==> src/rtl/input_cond_pkg.sv <==
// Shared constants and helpers for the input-conditioning stage.
//   DEBOUNCE_DEFAULT : hold time in clk cycles used in silicon
//   SIM_DEBOUNCE     : short hold time so simulations stay fast
//   cnt_width(n)     : counter width able to hold 0..n-1
package input_cond_pkg;

    localparam int unsigned DEBOUNCE_DEFAULT = 50000;
    localparam int unsigned SIM_DEBOUNCE     = 4;

    function automatic int cnt_width(input int unsigned n);
        return $clog2(n);
    endfunction

endpackage

==> src/rtl/debounce_bit.sv <==
// One input bit: 2-flop synchronizer -> hold counter -> registered edge pulses.
//   clk, rst  : clock, async active-high reset
//   i_en      : count enable (synchronizer keeps running when low)
//   i_raw     : asynchronous pin
//   o_level   : debounced level
//   o_rise    : one-cycle pulse on accepted 0->1
//   o_fall    : one-cycle pulse on accepted 1->0
module debounce_bit
    import input_cond_pkg::*;
#(
    parameter int unsigned CYCLES    = SIM_DEBOUNCE,
    parameter logic        RESET_VAL = 1'b0
) (
    input  logic clk,
    input  logic rst,
    input  logic i_en,
    input  logic i_raw,
    output logic o_level,
    output logic o_rise,
    output logic o_fall
);

    localparam int CNT_W = cnt_width(CYCLES);

    logic             r_s0;
    logic             r_s1;
    logic [CNT_W-1:0] r_cnt;
    logic             r_level;
    logic             r_rise;
    logic             r_fall;
    logic             w_hit;

    // Last count before acceptance; the counter is cleared right after, so it
    // never needs to represent CYCLES itself.
    assign w_hit = (r_cnt == CNT_W'(CYCLES - 1));

    always_ff @(posedge clk or posedge rst) begin
        if (rst) begin
            r_s0    <= 1'b0;
            r_s1    <= 1'b0;
            r_cnt   <= '0;
            r_level <= RESET_VAL;
            r_rise  <= 1'b0;
            r_fall  <= 1'b0;
        end else begin
            r_s0   <= i_raw;
            r_s1   <= r_s0;
            r_rise <= 1'b0;
            r_fall <= 1'b0;
            if (i_en) begin
                if (r_s1 == r_level) begin
                    // any return to the current level forfeits the count
                    r_cnt <= '0;
                end else if (w_hit) begin
                    r_level <= r_s1;
                    r_cnt   <= '0;
                    r_rise  <= r_s1;
                    r_fall  <= ~r_s1;
                end else begin
                    r_cnt <= r_cnt + 1'b1;
                end
            end
        end
    end

    assign o_level = r_level;
    assign o_rise  = r_rise;
    assign o_fall  = r_fall;

endmodule

==> src/rtl/input_debouncer.sv <==
// Input-conditioning stage: every raw pin is synchronized, debounced and
// edge-detected independently before any downstream logic sees it.
//   clk, rst  : clock, async active-high reset
//   en        : debounce-count enable
//   raw_in    : asynchronous raw pins
//   level_out : debounced levels
//   rise_out  : one-cycle pulses on accepted 0->1
//   fall_out  : one-cycle pulses on accepted 1->0
module input_debouncer
    import input_cond_pkg::*;
#(
    parameter int unsigned          WIDTH           = 8,
    parameter int unsigned          DEBOUNCE_CYCLES = DEBOUNCE_DEFAULT,
    parameter logic [WIDTH-1:0]     RESET_VAL       = '0
) (
    input  logic             clk,
    input  logic             rst,
    input  logic             en,
    input  logic [WIDTH-1:0] raw_in,
    output logic [WIDTH-1:0] level_out,
    output logic [WIDTH-1:0] rise_out,
    output logic [WIDTH-1:0] fall_out
);

    for (genvar i = 0; i < WIDTH; i++) begin : g_bit
        debounce_bit #(
            .CYCLES    (DEBOUNCE_CYCLES),
            .RESET_VAL (RESET_VAL[i])
        ) u_bit (
            .clk     (clk),
            .rst     (rst),
            .i_en    (en),
            .i_raw   (raw_in[i]),
            .o_level (level_out[i]),
            .o_rise  (rise_out[i]),
            .o_fall  (fall_out[i])
        );
    end

endmodule

==> config.mk <==
export PLATFORM = sky130hd
export DESIGN_NAME = input_debouncer
export DESIGN_NICKNAME = d
export VERILOG_FILES = /design/src/rtl/input_cond_pkg.sv /design/src/rtl/debounce_bit.sv /design/src/rtl/input_debouncer.sv
export SDC_FILE = /design/constraint.sdc
export NUM_CORES = 1
export LEC_CHECK = 0
export BUFFER_PORTS_ARGS = -buffer_cell sky130_fd_sc_hd__buf_2
export CORE_ASPECT_RATIO = 1.4
export CORE_UTILIZATION = 45
export DETAILED_ROUTE_END_ITERATION = 8
export GPL_TIMING_DRIVEN = 1
export PLACE_DENSITY = 0.71
export SLEW_MARGIN = 20
export SYNTH_ARGS = -nofsm -noshare
export SYNTH_HDL_FRONTEND = slang
export SYNTH_HIERARCHICAL = 1
export SYNTH_SLANG_ARGS = --single-unit
==> constraint.sdc <==
create_clock -name clk -period 1.9 [get_ports clk]
set_input_delay 0.095 -clock clk [delete_from_list [all_inputs] [get_ports clk]]
set_output_delay 0.095 -clock clk [all_outputs]
set_load 0.05 [all_outputs]
### Word level (Yosys, flattened, before mapping)

Cells that the tools add are included.
Widths: inputs -> output; s select.

| operators by class | value |
|---|---|
| add/subtract/negate cells | 8 |
| equal/unequal tests | 16 |
| mux-type cells | 64 |
| bitwise gates (word level) | 16 |
| reductions and logical operators | 8 |

Operator list:

| operator | count |
|---|---|
| $mux 16 | 16 |
| $add 16x1->16 const B | 8 |
| $eq 16x16->1 const B | 8 |
| $mux 1 | 48 |
| $reduce_and 3->1 | 8 |
| $not 1->1 | 16 |
| $eq 1x1->1 | 8 |

| storage, ports and cells | value |
|---|---|
| bits in registers | 168 |
| output and inout port bits | 24 |
| word-level logic and storage cells | 160 |

### Longest topological paths before layout

| logic depth | value |
|---|---|
| depth after elaboration | 4 |
| mapped depth | 6 |

### Hierarchy

The synthesis kept the hierarchy.

By module, submodules not included:

| module | times used | cells an instance | area each (um^2) | sequential area each (um^2) |
|---|---|---|---|---|
| debounce_bit | 8 | 128 | 1194.9 | 525.5 |

### Least setup slack after synthesis

No wires, ideal clock.

| timing path | value |
|---|---|
| path kind | reg-to-reg |
| start point | register g_bit[0].u_bit.r_cnt[4] |
| end point | register g_bit[0].u_bit.r_cnt[8] |
| library setup time | 0.132 ns |
| arrival time | 1.743 ns |
| required time | 1.768 ns |
| setup slack | 0.025 ns |
| stages on the path, launching flop included | 7 |
| cell sequence | dfrtp_1 buf_6 or3_1 or4_1 buf_4 a41oi_2 o31ai_1 |

| on the way | value |
|---|---|
| word-level cells in the longest chain between the ends | 3 |
| elaborated cells on any way between the ends | 4 |

RTL lines:

| element | RTL line | RTL |
|---|---|---|
| start: declaration | debounce_bit.sv:27 | `logic [CNT_W-1:0] r_cnt;` |
| start signal: assignment | debounce_bit.sv:60 | `r_cnt <= r_cnt + 1'b1;` |
| $add 16x1->16 or $eq 16x16->1 (tied branches) | debounce_bit.sv:60, debounce_bit.sv:35 |  |
| $mux 16 (*) | debounce_bit.sv:54 | `end else if (w_hit) begin` |
| $mux 16 (*) | debounce_bit.sv:51 | `if (r_s1 == r_level) begin` |

Mark *: on every way between the ends. The rest lies on a longest branch, timed or not.
A chain may end at the register's enable or synchronous reset.

### Worst setup path after layout

| timing path | value |
|---|---|
| start point | register g_bit[5].u_bit.r_cnt[4] |
| end point | register g_bit[5].u_bit.r_cnt[8] |

| on the way | value |
|---|---|
| word-level cells in the longest chain between the ends | 3 |
| elaborated cells on any way between the ends | 4 |

RTL lines:

| element | RTL line |
|---|---|
| start: declaration | debounce_bit.sv:27 |
| start signal: assignment | debounce_bit.sv:60 |
| $add 16x1->16 or $eq 16x16->1 (tied branches) | debounce_bit.sv:60, debounce_bit.sv:35 |
| $mux 16 (*) | debounce_bit.sv:54 |
| $mux 16 (*) | debounce_bit.sv:51 |

Marks and branches as above.

==> reports/summary.txt <==
Clock Latency Late Sink = 0.44 ns
GRT met2 Usage = 0.396
Final GP Congestion = 0.860
Arr. time, crit path = 2.17 ns
Ys Warns = 6
Place WS = -0.0114 ns
crit path cell chain = or3_1 -> or4_1 -> buf_6 -> a41oi_2 -> o31ai_1
die height = 174 µm
Post-synth EDFFs = 0
largest family of logic cells by synthesized area = simple AND/OR/NAND/NOR gates
RSZ-0062 raised after global routing = true
RR Startpoint = g_bit[5].u_bit/r_cnt[4]
filler cell count = 1,803
area of the multi-input gates = 4940 µm²
mux share of post-synthesis cell area = 0.0346
final setup fails = 0
Antenna diodes = 0
total clock sinks = 168
Die Width = 125 µm
# rows = 62
worst slew pin tran = 0.785 ns
register area share after synthesis = 0.440
GRT Max-Usage Layer = met2
Final Skew = 0.0128 ns
async set-reset flop share out of synthesis = 1.00
Critical Path Max Stage Delay = 0.54 ns
minimum clock period = 1.86 ns
Cell Area, Synth = 9560 µm²
antenna viol nets, final = 0
Pre-antenna DRT Iters = 7
Synth Area in Adders = 0.0105
synthesized-area fraction occupied by and/or/nand/nor cells = 0.302
Final Hold Fails = 0
synthesized instance count = 1,024
I/O pin cnt = 35
Worst R2R Setup Slack = 0.04 ns
Worst setup SP type = flip-flop
Final period util = 0.979
CP max stage cell = or4_1
Initial Utilization = 0.463
largest net degree at the start of global routing = 39
initial antenna violation count = 0
FF-to-FF End = g_bit[5].u_bit/r_cnt[8]
clock root buffer = clkbuf_16
XOR/XNOR Fraction of Synth Area = 0.00733
Area growth syn-to-layout = 20.7%
FF+latch count, synth = 168
Final WS setup = 0.0392 ns
Post-DP HPWL = 15,700 µm
H-tree levels = 4
kind of critical path = flip-flop to flip-flop
Max-Cap Viols = 0
Max FO, Critical Path = 11
Clock transition at path regs = 0.07 ns
Pins Over Slew Limit = 0
Reg2Reg Depth = 5
vias = 8,693
Peak VDD IR = 609 µV
fraction of layout cells with a size suffix above 1 = 0.231
Synth Area per Inst = 9.34 µm²
1st-iter DRT viols = 703
Total Routed Length = 23,500 µm
Post-synth top flop = dfrtp_1
Avg Vias per Cell = 6.08
Pwr per Cell Area = 763 nW/µm²
grt met3 use = 0.0314
final layout net count = 1,180
drt wl/cell = 16.5 µm
syn nets = 1,043
outcome = completed
CTS tree = done
HP Class = primary input to async pin
post-synthesis compound-gate area fraction = 0.146
Final Util = 0.559
vias in the first global route = 8,351
die area = 21,800 µm²
synth unique cells = 34
Max clock buf depth = 2
gr usage total = 0.218
Worst EP required = 2.21 ns
Max-slew headroom = 0.476
Pwr Total = 8.80 mW
FF/Latch Area = 4200 µm²
Max Clock Freq = 0.537 GHz
PortBufs = 34
global route overflow = 0
drt drc = 0
core area = 20,600 µm²
GR Layer Usage met1 = 0.256
CP endpoint kind = flip-flop
leakage power = 4.56 nW
first-pass GRT wire length = 39,200 µm
Finished Layout Cells = 1,429
Placed Instances = 1,373
Num CTS Buffers = 17
-- cell type report --
| class | count | share of cell area |
|---|---|---|
| inverter | 56 | 0.0182 |
| clock buffer | 18 | 0.0381 |
| multi-input combinational | 736 | 0.428 |
| clock inverter | 13 | 0.00835 |
| tap | 256 | 0.0278 |
| sequential | 168 | 0.364 |
| timing repair buffer | 182 | 0.115 |
-- Yosys cell counts, types with 16 or more instances --
library cell  number  share of area
mux2i_1           24          0.025
dfrtp_1          168           0.44
o2bb2ai_1         24          0.022
o311ai_1          48          0.044
inv_1             56          0.022
nor3b_1           16          0.013
or4_1             48          0.038
clkbuf_1          48          0.019
o21ai_0           24          0.013
nand2_1          128          0.050
nor2_1            48          0.019
o31ai_1           16          0.013
o22ai_1           16          0.010
nand4bb_1         16          0.019
nand2b_1          16          0.010
or3_1             16          0.010
nand3_1           72          0.038
nor2b_1           16          0.010
nor3_1            32          0.017
nand4_1           80          0.052
-- power breakdown --
group	switching (mW)	internal [mW]	total, mW
clock	1.49	1.71	3.20
combinational	0.812	0.644	1.46
sequential	0.271	3.88	4.15
-- what timing repair did --
action | in CTS | in global routing
hold buffers | 9 | 0
pin swaps | 2 | 9
buffers inserted | 1 | 7
endpoints found under the hold margin | 155 | 0
resized for setup | 0 | 25
gates cloned | 1 | 7
endpoints found under the setup margin | 8 | 111
-- per-stage QoR --
step | hold slack [ns] | setup TNS, ns | instance area, µm²
2_1_floorplan | 0.0715 | 0 | 9560
3_3_place_gp | 0.0879 | 0 | 10700
3_5_place_dp | 0.0901 | -0.0114 | 10700
4_1_cts | 0.166 | 0 | 11300
5_1_grt | 0.201 | -0.0213 | 11500
6_report | 0.178 | 0 | 11500
-- flip-flops by register name, summed over array words and instances, names as in the netlist --
name,cells
g_bit.u_bit/o_fall,8
g_bit.u_bit/r_s1,8
g_bit.u_bit/r_cnt,128
g_bit.u_bit/o_rise,8
g_bit.u_bit/o_level,8
g_bit.u_bit/r_s0,8
-- worst max path at each step --
stage / start / to / slack, ns / cells past startpoint
floorplan: g_bit[0].u_bit/r_cnt[4] / g_bit[0].u_bit/r_cnt[8] / 0.02 / 6
global placement: g_bit[3].u_bit/r_cnt[0] / g_bit[3].u_bit/r_cnt[11] / 0.03 / 6
detailed placement: g_bit[7].u_bit/r_cnt[4] / g_bit[7].u_bit/r_cnt[13] / -0.01 / 5
CTS: g_bit[7].u_bit/r_cnt[4] / g_bit[7].u_bit/r_cnt[13] / 0.001 / 5
global route: g_bit[7].u_bit/r_cnt[4] / g_bit[7].u_bit/r_cnt[11] / -0.01 / 5
finish: g_bit[5].u_bit/r_cnt[4] / g_bit[5].u_bit/r_cnt[8] / 0.04 / 5
-- critical path, delay by kind of cell (launching register included) --
kind / cells / cell delay [ns]
AND/OR/NAND/NOR: 2 / 0.90
flip-flops: 1 / 0.38
AO/OA/AOI/OAI: 2 / 0.28
buffers and inverters: 1 / 0.17
-- kinds of logic (layout without fill, tap and decap cells) --
logic type | after synthesis | after routing
compound gates | 168 | 168
simple gates | 512 | 520
fa+ha+maj | 8 | 8
buf+inv | 128 | 269
xor+xnor | 8 | 8
mux | 32 | 32
flops | 168 | 168
-- routing by layer --
metal,part of all wire,vias to the layer above
met4,0.019,0
met2,0.52,269
li1,-,4156
met1,0.42,4229
met5,0,-
met3,0.041,39
-- placed cells by master (no fill, tap or decap), types with 8 or more instances in the layout --
| cell type | n |
|---|---|
| dfrtp_1 | 168 |
| buf_4 | 135 |
| nand2_1 | 120 |
| nand4_1 | 80 |
| nand3_1 | 72 |
| inv_1 | 56 |
| nor2_1 | 48 |
| o311ai_1 | 47 |
| or4_1 | 41 |
| buf_2 | 33 |
| nor3_1 | 32 |
| o21ai_0 | 24 |
| mux2i_1 | 24 |
| o2bb2ai_1 | 24 |
| clkbuf_16 | 17 |
| or3_1 | 16 |
| nand4bb_1 | 16 |
| nand2b_1 | 16 |
| nor2b_1 | 16 |
| nor3b_1 | 16 |
| o22ai_1 | 16 |
| o31ai_1 | 15 |
| nand3_4 | 9 |
| dlygate4sd3_1 | 9 |
| xor2_1 | 8 |
| o21ai_1 | 8 |
| mux2_2 | 8 |
| o221ai_2 | 8 |
| nand2_2 | 8 |
| a32o_1 | 8 |
| or2_2 | 8 |
| a41oi_2 | 8 |
| nor4_1 | 8 |
| ha_1 | 8 |
Note: power is estimated with default switching activity, not from simulation.
